File: config.mk
export PLATFORM = sky130hd
export DESIGN_NAME = small_lpf_inverse
export DESIGN_NICKNAME = d
export VERILOG_FILES = /design/src/rtl/small_lpf_inverse.sv
export SDC_FILE = /design/constraint.sdc
export NUM_CORES = 1
export LEC_CHECK = 0
export ABC_AREA = 1
export CORE_ASPECT_RATIO = 1.1
export CORE_UTILIZATION = 50
export CTS_CLUSTER_DIAMETER = 40
export DETAILED_ROUTE_END_ITERATION = 6
export GPL_TIMING_DRIVEN = 0
export PLACE_DENSITY = 0.71
export REMOVE_ABC_BUFFERS = 1
export SYNTH_ARGS = -nofsm -noshare
export SYNTH_HDL_FRONTEND = slang
export SYNTH_SLANG_ARGS = --single-unit
File: constraint.sdc
create_clock -name clk -period 2.6 [get_ports clk]
set_input_delay 0.26 -clock clk [delete_from_list [all_inputs] [get_ports clk]]
set_output_delay 0.26 -clock clk [all_outputs]
set_load 0.1 [all_outputs]
File: src/rtl/small_lpf_inverse.sv
// ---------------------------------------------------------------------------
// small_lpf_inverse
//   Inverse (pre-emphasis) of the small exponential low-pass filter
//     y[n] = y[n-1] + ((x[n] - y[n-1]) >>> FILT_BITS)
//   reconstructing
//     x[n] = y[n-1] + ((y[n] - y[n-1]) <<< FILT_BITS)
//   with optional saturation. Two register stages, enable-gated sample stream.
//
// Parameters
//   WIDTH      signed sample width (input and output)
//   FILT_BITS  shift of the matching LPF; emphasis gain is 2^FILT_BITS
//   SAT        1 = clamp on overflow, 0 = two's-complement wrap to WIDTH
//
// Ports
//   clk       in   system clock, rising edge
//   rst_n     in   asynchronous active-low reset
//   en        in   sample strobe; dataIn consumed on a rising edge while high
//   clr       in   synchronous flush: unprime, clear satFlag, drop in-flight data
//   dataIn    in   signed input sample (LPF output)
//   dataOut   out  signed reconstructed sample
//   outValid  out  one-cycle pulse per produced sample
//   satFlag   out  sticky overflow indicator (clip or wrap happened)
// ---------------------------------------------------------------------------
module small_lpf_inverse #(
  parameter int WIDTH     = 8,
  parameter int FILT_BITS = 5,
  parameter int SAT       = 1
) (
  input  logic             clk,
  input  logic             rst_n,
  input  logic             en,
  input  logic             clr,
  input  logic [WIDTH-1:0] dataIn,
  output logic [WIDTH-1:0] dataOut,
  output logic             outValid,
  output logic             satFlag
);

  // Sum width: (WIDTH+1)-bit difference shifted by FILT_BITS, plus one carry
  // bit for adding the WIDTH-bit base.
  localparam int SW = WIDTH + FILT_BITS + 2;

  typedef enum logic {UNPRIMED, RUN} state_t;

  state_t           state;
  logic [WIDTH-1:0] prev;
  logic [WIDTH-1:0] base;
  logic [WIDTH:0]   diff;
  logic             v1;

  logic [SW-1:0]      base_ext;
  logic [SW-1:0]      diff_ext;
  logic [SW-1:0]      sum;
  logic [SW-WIDTH:0]  upper;
  logic               ovf;
  logic [WIDTH-1:0]   result;

  // Stage 2 arithmetic. The sum fits in WIDTH bits exactly when every bit
  // from the WIDTH-1 sign position upward is identical.
  always_comb begin
    base_ext = {{(SW-WIDTH){base[WIDTH-1]}}, base};
    diff_ext = {{(SW-WIDTH-1){diff[WIDTH]}}, diff};
    sum      = base_ext + (diff_ext << FILT_BITS);
    upper    = sum[SW-1:WIDTH-1];
    ovf      = !((&upper) || (~|upper));
    result   = sum[WIDTH-1:0];
    if ((SAT != 0) && ovf) begin
      result = sum[SW-1] ? {1'b1, {(WIDTH-1){1'b0}}}
                         : {1'b0, {(WIDTH-1){1'b1}}};
    end
  end

  always_ff @(posedge clk or negedge rst_n) begin
    if (!rst_n) begin
      state    <= UNPRIMED;
      prev     <= '0;
      base     <= '0;
      diff     <= '0;
      v1       <= 1'b0;
      dataOut  <= '0;
      outValid <= 1'b0;
      satFlag  <= 1'b0;
    end else if (clr) begin
      // Flush: the sample presented with clr and anything in flight is lost.
      state    <= UNPRIMED;
      prev     <= '0;
      v1       <= 1'b0;
      outValid <= 1'b0;
      satFlag  <= 1'b0;
    end else begin
      // Stage 2
      outValid <= v1;
      if (v1) begin
        dataOut <= result;
        if (ovf) begin
          satFlag <= 1'b1;
        end
      end

      // Stage 1
      v1 <= en;
      if (en) begin
        case (state)
          UNPRIMED: begin
            // No history yet: zero difference passes the sample through.
            base  <= dataIn;
            diff  <= '0;
            state <= RUN;
          end
          default: begin
            base <= prev;
            diff <= {dataIn[WIDTH-1], dataIn} - {prev[WIDTH-1], prev};
          end
        endcase
        prev <= dataIn;
      end
    end
  end

endmodule

==> run metrics, run 1 <==
status=completed; Yosys reg bits=37; clock latency on the worst-skew pair=0.30 ns; Die H=75.6 um; worst slew pin tran=0.984 ns; crit path kind=flop to flop; critical path required time=2.79 ns; Peak VDD IR=0.401 mV; dpl cells=410; CP endpoint kind=flop; synth top area cells=dfrtp_1 (38%), nand2_1 (14%), ha_1 (8.6%); TritonCTS Buffers=5; number of setup buffers added after CTS=0; final std cells w/o fill=418; Clock power frac=23.9%; Slew Viols, Final=0; fraction of layout cells with a size suffix above 1=9.39%; WL final=~5.1 mm; Row Count=26; Internal=0.00126 W; WP data arrival=2.50 ns; highest metal used=met4; H-tree Lvls=2; Post-DP Area=2720 sq um; count of input and output buffers=21; vias per cell=5.12; Core Box Area=4680 sq um; Post-CTS Resized=0; Clock Sinks=37; Starting Density=52.6%; min Tclk post-route=2.31 ns; GRT Overall Usage=22.5%; die area=5210 sq um; Reg2Reg Capture Point=dataOut[5]$_DFFE_PN0P_; nets=392; fmax=433 MHz; TritonCTS clock tree=done; Reg2Reg Launch Point=base[5]$_DFFE_PN0P_; # setup viols final=0; DRC Markers=0; die width=68.9 um; WL/cell=12.2 um; Clk pin slew, worst setup/hold paths=about 0.080 ns; routed via count=between 2000 and 2500; sequential fraction of the synthesis area=37.6%; Worst slew margin=34.2%; First-pass DRT Iterations=4; Hold WC Path Type=primary input to async pin; first-pass GRT wire length=slightly below 9 mm; most common cell after layout, fill and taps aside=nand2_1; CTS root buf=clkbuf_8; total global routing overflow=0; Final Wtd Congestion=0.899; vias in the first global route=slightly above 2000; antenna diode count=0; Syn Std Cell Area=between 2000 and 2500 sq um; most frequent cells in the layout=nand2_1 (92), inv_1 (51), dfrtp_1 (37); Cell variety after synth=31; hold buffers post-CTS=0; clk_skew=approximately 0.012 ns; antenna violations before repair=0; Net Sw Frac=43.5%; Pleak=approximately 1.4 nW; CP max FO=7; met1 wire length=around 2.4 mm; post-route cell area=2840 sq um; I/O pin cnt=22; RSZ-0062 raised after global routing=false; worst reg2reg path depth=15; WL met2=around 2.5 mm; Pwr Density=782 nW/um^2; number of synthesis warnings=0; Net Switching=0.000966 W; syn_area_per_cell=7.31 sq um; post-route setup TNS=0 ns; Sequential Power Share=32.3%; WL met3=approximately 170 um; HPWL Detailed=around 3.9 mm; Bufs on Longest Clock Path=2; Comb pwr share=43.7%; final hold vios=0; crit path launch type=flop; Yosys top cell area share=between 30 and 40%; Layout area overhead=15.3%; Max Cap Viol=0; flop2flop setup slack=around 0.29 ns; final worst-path cycle share=88.9%; post-route ant nets=0; Cells after Synth=337; Synth area leader=dfrtp_1; largest net degree at the start of global routing=38; Iteration-0 DRC Markers=53
==> metrics by stage <==
| stage | total power, W | hold slack [ns] | setup WS, ns | util (%) |
|---|---|---|---|---|
| 2_1_floorplan | 0.00147 | -0.0356 | 0.579 | - |
| 3_3_place_gp | 0.00169 | 0.468 | 0.248 | 58.2 |
| 5_1_grt | 0.00236 | 0.128 | 0.0217 | 60.6 |
| 6_report | 0.00222 | 0.0431 | 0.289 | 60.6 |
| 4_1_cts | 0.00223 | 0.0805 | 0.261 | 60.6 |
| 3_5_place_dp | 0.00170 | 0.398 | 0.248 | 58.1 |
==> cell usage after synthesis (all sizes together) <==
master,number
nand2,97
inv,55
dfrtp,37
nor2,31
nand3,26
o21ai,23
a21oi,20
ha,17
o22ai,8
nand4,4
clkbuf,3
clkinv,3
fa,2
xnor2,2
a21o,1
a22o,1
a31o,1
buf,1
nor3,1
o211ai,1
o21bai,1
o311ai,1
or2,1
==> worst max-delay path by stage <==
stage / from / endpoint / slack [ns] / cells after the start
after floorplan: base[5]$_DFFE_PN0P_ / dataOut[0]$_DFFE_PN0P_ / 0.58 / 15
after global placement: clr / diff[7]$_DFFE_PN0P_ / 0.25 / 8
after detailed placement: clr / diff[7]$_DFFE_PN0P_ / 0.25 / 8
after CTS: base[5]$_DFFE_PN0P_ / dataOut[5]$_DFFE_PN0P_ / 0.26 / 15
after global routing: base[5]$_DFFE_PN0P_ / dataOut[2]$_DFFE_PN0P_ / 0.02 / 15
final: base[5]$_DFFE_PN0P_ / dataOut[5]$_DFFE_PN0P_ / 0.29 / 15
==> final cells by class <==
type / count / area (sq um)
Multi-Input combinational cell: 238 / 1300
Clock buffer: 6 / 82.6
Clock inverter: 2 / 37.5
Tap cell: 56 / 70.1
Sequential cell: 37 / 926
Timing Repair Buffer: 21 / 205
Inverter: 58 / 221
Fill cell: 428 / 1840
==> worst max-delay path, cell delays in order, from the launching register on <==
cell and delay, ns:
dfrtp_1 0.38, ha_1 0.24, inv_1 0.08, fa_1 0.41
inv_1 0.10, nand3_1 0.12, nand2_2 0.13, nand2_2 0.06
nand2_1 0.05, nand2_1 0.05, nand2_2 0.08, nand2_1 0.07
o21bai_1 0.15, nand2_1 0.10, inv_4 0.14, a21oi_2 0.07
==> per-layer routing <==
metal	global-route usage, %	vias up
met5	0	-
met4	8.39	0
met3	4.49	9
met2	38.1	35
met1	28.3	968
li1	-	1127
==> logic make-up (layout without fill, tap and decap cells) <==
logic type,Yosys count,count (layout),synth area share (%)
adder cells (fa/ha/maj),19,19,10.3
flip-flops,37,37,37.6
AND/OR/NAND/NOR,160,160,27.9
XOR/XNOR,2,2,0.711
buffers and inverters,62,87,9.75
AO/OA/AOI/OAI,57,57,13.8
==> state kept, by name, indices dropped and copies added (netlist names) <==
name / count
base: 8
dataOut: 8
diff: 9
outValid: 1
prev: 8
satFlag: 1
state: 1
v1: 1
==> power by group through the flow <==
stage                     clock, W  combinational, W  sequential [W]
after floorplan                  0          0.000436         0.00103
after global placement           0          0.000961        0.000728
after detailed placement         0          0.000969        0.000730
after CTS                 0.000536          0.000972        0.000719
after global routing      0.000559           0.00107        0.000730
final                     0.000532          0.000972        0.000718
Power figures use the tool's default switching activity.
==> run 2: changes to the inputs <==
CORE_UTILIZATION = 30   (was 50)
PLACE_DENSITY = not set   (was 0.71)
==> run 2 against run 1 <==
  * Clock skew down 0.0079 ns
  * Cell area up 1.7%
  * Global-route usage down 8.4 points
  * Sequential share of layout area down 0.55 points
  * Critical endpoint is now dataOut[2]$_DFFE_PN0P_
  * Largest cell class unchanged
  * Largest power group unchanged
  * Highest routed layer unchanged
==> run metrics, run 2 (synthesized netlist as in run 1, its figures left out) <==
Filler Cell Count=856 (was 428); Pwr Density=753 nW/um^2 (was 782 nW/um^2); fraction of layout cells with a size suffix above 1=9.14% (was 9.39%); max reg flops=9 (unchanged); TritonCTS Buffers=5 (unchanged); Row Count=34 (was 26); Die H=97.0 um (was 75.6 um); hold buffers post-CTS=0 (unchanged); routed via count=2190 (was 2139); Layout area overhead=17.3% (was 15.3%); H-tree Lvls=2 (unchanged); min Tclk post-route=2.35 ns (was 2.31 ns); total global routing overflow=0 (unchanged); Iteration-0 DRC Markers=80 (was 53); TritonCTS clock tree=done (unchanged); fmax=426 MHz (was 433 MHz); Clk pin slew, worst setup/hold paths=0.07 ns (was 0.08 ns); Post-CTS Resized=0 (unchanged); most frequent cells in the layout=nand2_1 (92), inv_1 (51), dfrtp_1 (37) (unchanged); Top Usage Layer GRT=met2 (unchanged); DRC Markers=0 (unchanged); met3 Use GR=2.05% (was 4.49%); I/O pin cnt=22 (unchanged); CP max FO=7 (unchanged); worst slew pin tran=0.969 ns (was 0.984 ns); die area=8580 sq um (was 5210 sq um); Core Util, Final=36.3% (was 60.6%); final std cells w/o fill=469 (was 418); Peak VDD IR=0.412 mV (was 0.401 mV); Worst slew margin=35.2% (was 34.2%); crit path kind=flop to flop (unchanged); Starting Density=31.0% (was 52.6%); vias in the first global route=2125 (was 2032); GR Util met1=19.8% (was 28.3%); critical path required time=2.78 ns (was 2.79 ns); area of the multi-input gates=1300 sq um (unchanged); dpl cells=462 (was 410); clock latency on the worst-skew pair=0.29 ns (was 0.30 ns); largest register by flop count=diff (unchanged); largest net degree at the start of global routing=38 (unchanged); WL final=5.42 mm (was 5.11 mm); Core Box Area=7960 sq um (was 4680 sq um); WL/cell=11.6 um (was 12.2 um); post-route ant nets=0 (unchanged); Pleak=1.44 nW (was 1.45 nW); final worst-path cycle share=90.3% (was 88.9%); clk_skew=0.00414 ns (was 0.0121 ns); count of input and output buffers=21 (unchanged); number of setup buffers added after CTS=0 (unchanged); Slew Viols, Final=0 (unchanged); Hold WC Path Type=primary input to async pin (unchanged); crit path launch type=flop (unchanged); WP data arrival=2.53 ns (was 2.50 ns); CTS root buf=clkbuf_8 (unchanged); nets=392 (unchanged); Bufs on Longest Clock Path=2 (unchanged); RSZ-0062 raised after global routing=false (unchanged); Final Wtd Congestion=0.834 (was 0.899); most common cell after layout, fill and taps aside=nand2_1 (unchanged); Clock Sinks=37 (unchanged); vias per cell=4.67 (was 5.12); antenna violations before repair=0 (unchanged); First-pass DRT Iterations=4 (unchanged); Storage cell area=926 sq um (unchanged); Max Cap Viol=0 (unchanged); GRT Overall Usage=14.1% (was 22.5%); met2 Use GR=21.8% (was 38.1%); final hold vios=0 (unchanged); # setup viols final=0 (unchanged); first-pass GRT wire length=9.54 mm (was 8.65 mm); antenna diode count=0 (unchanged); status=completed (unchanged); post-route setup TNS=0 ns (unchanged); HPWL Detailed=4.21 mm (was 3.90 mm); CP endpoint kind=flop (unchanged); die width=88.4 um (was 68.9 um)
## run 2: layout make-up
type	count	area share, %
Multi-Input combinational cell	238	44.9
Clock inverter	2	1.21
Clock buffer	5	2.38
Timing Repair Buffer	21	7.10
Inverter	58	7.67
Tap cell	108	4.68
Sequential cell	37	32.0
## run 2: stage by stage
stage / total power [W] / cell area, sq um / worst slack, ns / hold slack (ns)
after floorplan: 0.00147 / 2440 / 0.579 / -0.0356
after global placement: 0.00169 / 2790 / 0.279 / 0.470
after detailed placement: 0.00171 / 2790 / 0.238 / 0.410
after CTS: 0.00219 / 2890 / 0.233 / 0.0957
after global routing: 0.00233 / 2890 / 0.0252 / 0.141
final: 0.00218 / 2890 / 0.253 / 0.0575
## run 2: power by group
part	leakage [nW]	total, W	internal, W	switching [W]
logic	0.926	0.000978	0.000282	0.000696
registers	0.464	0.000719	0.000663	0.0000557
clock network	0.0540	0.000480	0.000279	0.000201
## run 2: worst paths after layout
check	cells after the start	endpoint	slack [ns]	start
worst max-delay path	15	dataOut[2]$_DFFE_PN0P_	0.25	base[5]$_DFFE_PN0P_
worst min-delay path	1	satFlag$_DFFE_PN0P_	0.06	rst_n
worst max register to register	15	dataOut[2]$_DFFE_PN0P_	0.25	base[5]$_DFFE_PN0P_
worst min register to register	2	base[0]$_DFFE_PN0P_	0.49	base[0]$_DFFE_PN0P_
max in group asynchronous	1	base[7]$_DFFE_PN0P_	2.03	rst_n
min in group clk	2	base[0]$_DFFE_PN0P_	0.49	base[0]$_DFFE_PN0P_
## run 2: worst max-delay path, cell delays in order, from the launching register on
cell	delay, ns
dfrtp_1	0.38
ha_1	0.22
inv_1	0.07
fa_1	0.42
inv_1	0.10
nand3_1	0.13
nand2_2	0.14
nand2_2	0.06
nand2_1	0.06
nand2_1	0.06
nand2_2	0.07
nand2_1	0.07
o21bai_1	0.15
nand2_1	0.10
inv_4	0.13
a21oi_2	0.07
## run 2: routing by layer
metal | routed length, um | up-vias
met2 | 2480 | 46
met5 | 0 | -
met4 | 131 | 0
li1 | - | 1130
met1 | 2610 | 1002
met3 | 201 | 12
==> run 3: changes to the inputs <==
SKIP_LAST_GASP = 1   (was not set)
clock period = 2.4 ns   (was 2.6 ns; I/O delays follow)
==> run 3 against run 2 <==
  * Global-route usage unchanged
  * Core utilization rose by 0.35 points
  * Die area unchanged
  * Clock power is 8.3% higher
  * Via count is 0.41% lower
  * Count of clock-buffer cells in the layout stayed put
  * Cell area grew 0.95%
  * Highest routed layer unchanged
==> run metrics, run 3 (synthesized netlist as in run 1, its figures left out) <==
status=completed (unchanged); TritonCTS Buffers=5 (unchanged); Iteration-0 DRC Markers=75 (was 80); vias in the first global route=2125 (unchanged); crit path launch type=flop (unchanged); final hold vios=0 (unchanged); I/O pin cnt=22 (unchanged); count of input and output buffers=21 (unchanged); hold buffers post-CTS=0 (unchanged); met1 wire length=2.61 mm (about the same); most frequent cells in the layout=nand2_1 (92), inv_1 (51), dfrtp_1 (36) (was nand2_1 (92), inv_1 (51), dfrtp_1 (37)); routed via count=2181 (was 2190); WL met2=2.56 mm (was 2.48 mm); HPWL Detailed=4.21 mm (unchanged); largest register by flop count=diff (unchanged); H-tree Lvls=2 (unchanged); Clock Sinks=37 (unchanged); WP data arrival=2.43 ns (was 2.53 ns); nets=392 (unchanged); Hold WC Path Type=primary input to async pin (unchanged); post-route ant nets=0 (unchanged); antenna diode count=0 (unchanged); Max Cap Viol=0 (unchanged); WL final=5.46 mm (was 5.42 mm); WL/cell=11.6 um (about the same); Core Util, Final=36.7% (was 36.3%); largest net degree at the start of global routing=38 (unchanged); clk_skew=0.00414 ns (about the same); number of setup buffers added after CTS=0 (unchanged); CTS root buf=clkbuf_8 (unchanged); fmax=453 MHz (was 426 MHz); worst slew pin tran=0.969 ns (unchanged); TritonCTS clock tree=done (unchanged); antenna violations before repair=0 (unchanged); Row Count=34 (unchanged); die width=88.4 um (unchanged); Clk pin slew, worst setup/hold paths=0.07 ns (about the same); final worst-path cycle share=91.9% (was 90.3%); min Tclk post-route=2.21 ns (was 2.35 ns); Die H=97.0 um (unchanged); First-pass DRT Iterations=4 (unchanged); WL met3=161 um (was 201 um); GRT Overall Usage=14.1% (unchanged); total global routing overflow=0 (unchanged); first-pass GRT wire length=9.54 mm (unchanged); critical path required time=2.62 ns (was 2.78 ns); fraction of layout cells with a size suffix above 1=11.9% (was 9.14%); Pleak=1.43 nW (was 1.44 nW); highest metal used=met4 (unchanged); Pwr Density=814 nW/um^2 (was 753 nW/um^2); dpl ws=0.0379 ns (was 0.238 ns); vias per cell=4.65 (was 4.67); Tot Pwr=0.00238 W (was 0.00218 W); most common cell after layout, fill and taps aside=nand2_1 (unchanged); clock latency on the worst-skew pair=0.29 ns (about the same); post-route cell area=2920 sq um (was 2890 sq um); # setup viols final=0 (unchanged); Worst slew margin=35.2% (unchanged); Layout area overhead=18.4% (was 17.3%); Slew Viols, Final=0 (unchanged); Peak VDD IR=0.450 mV (was 0.412 mV); Starting Density=31.0% (unchanged); Core Box Area=7960 sq um (unchanged); DRC Markers=0 (unchanged); PnR worst setup slack=0.194 ns (was 0.253 ns); max reg flops=9 (unchanged); Final Wtd Congestion=0.834 (unchanged); die area=8580 sq um (unchanged); crit path kind=flop to flop (unchanged); CP endpoint kind=flop (unchanged); Bufs on Longest Clock Path=2 (unchanged); Post-DP Area=2790 sq um (unchanged); CP max FO=7 (unchanged)
run 3: cell counts in the layout (fill, tap and decap cells not counted):
No cell type changed its count.
run 3: what timing repair did:
item                                    4_1_cts  5_1_grt
resized for setup                             0       10
endpoints found under the hold margin         0        0
endpoints found under the setup margin        0        8
run 3: area by class of cell:
class,count,area (sq um)
Clock buffer,5,68.8
Clock inverter,2,35.0
Fill cell,853,5040
Inverter,58,221
Multi-Input combinational cell,238,1320
Sequential cell,37,927
Tap cell,108,135
Timing Repair Buffer,21,205
run 3: path summary, 6_finish.rpt:
path                                startpoint                      to  slack, ns  cells after the start
setup / recovery           base[5]$_DFFE_PN0P_  dataOut[2]$_DFFE_PN0P_       0.19                     14
hold reg to reg            base[0]$_DFFE_PN0P_     base[0]$_DFFE_PN0P_       0.49                      2
max in group asynchronous                rst_n     base[7]$_DFFE_PN0P_       1.79                      1
hold / removal                           rst_n     satFlag$_DFFE_PN0P_       0.04                      1
setup reg to reg           base[5]$_DFFE_PN0P_  dataOut[2]$_DFFE_PN0P_       0.19                     14
min in group clk           base[0]$_DFFE_PN0P_     base[0]$_DFFE_PN0P_       0.49                      2
run 3: stage by stage:
stage	setup TNS [ns]	instances	hold WS, ns
after floorplan	0	333	-0.0556
after global placement	0	462	0.470
after detailed placement	0	462	0.390
after CTS	0	469	0.0757
after global routing	-0.0144	469	0.121
final	0	469	0.0369
run 3: report_power, final:
| part | switching (W) | internal, W | leakage [nW] |
|---|---|---|---|
| combinational | 0.000759 | 0.000315 | 0.914 |
| sequential | 0.0000615 | 0.000719 | 0.463 |
| clock | 0.000218 | 0.000302 | 0.0540 |
| total | 0.00104 | 0.00134 | 1.43 |
run 3: critical path, stage by stage, from the launching register on:
cell	delay [ns]
dfrtp_1	0.39
ha_2	0.22
inv_1	0.06
fa_2	0.36
inv_1	0.10
nand3_2	0.09
nand3_1	0.10
nand2_1	0.07
nor2_2	0.13
nand2_1	0.06
nor2_1	0.13
nand3_2	0.12
nand2_4	0.12
nand2_1	0.07
a21oi_2	0.12
run 3: layer usage:
layer	vias to the layer above	track usage, %
met5	-	0
met4	0	5.21
met3	12	2.05
met2	34	21.8
met1	1003	19.8
li1	1132	-
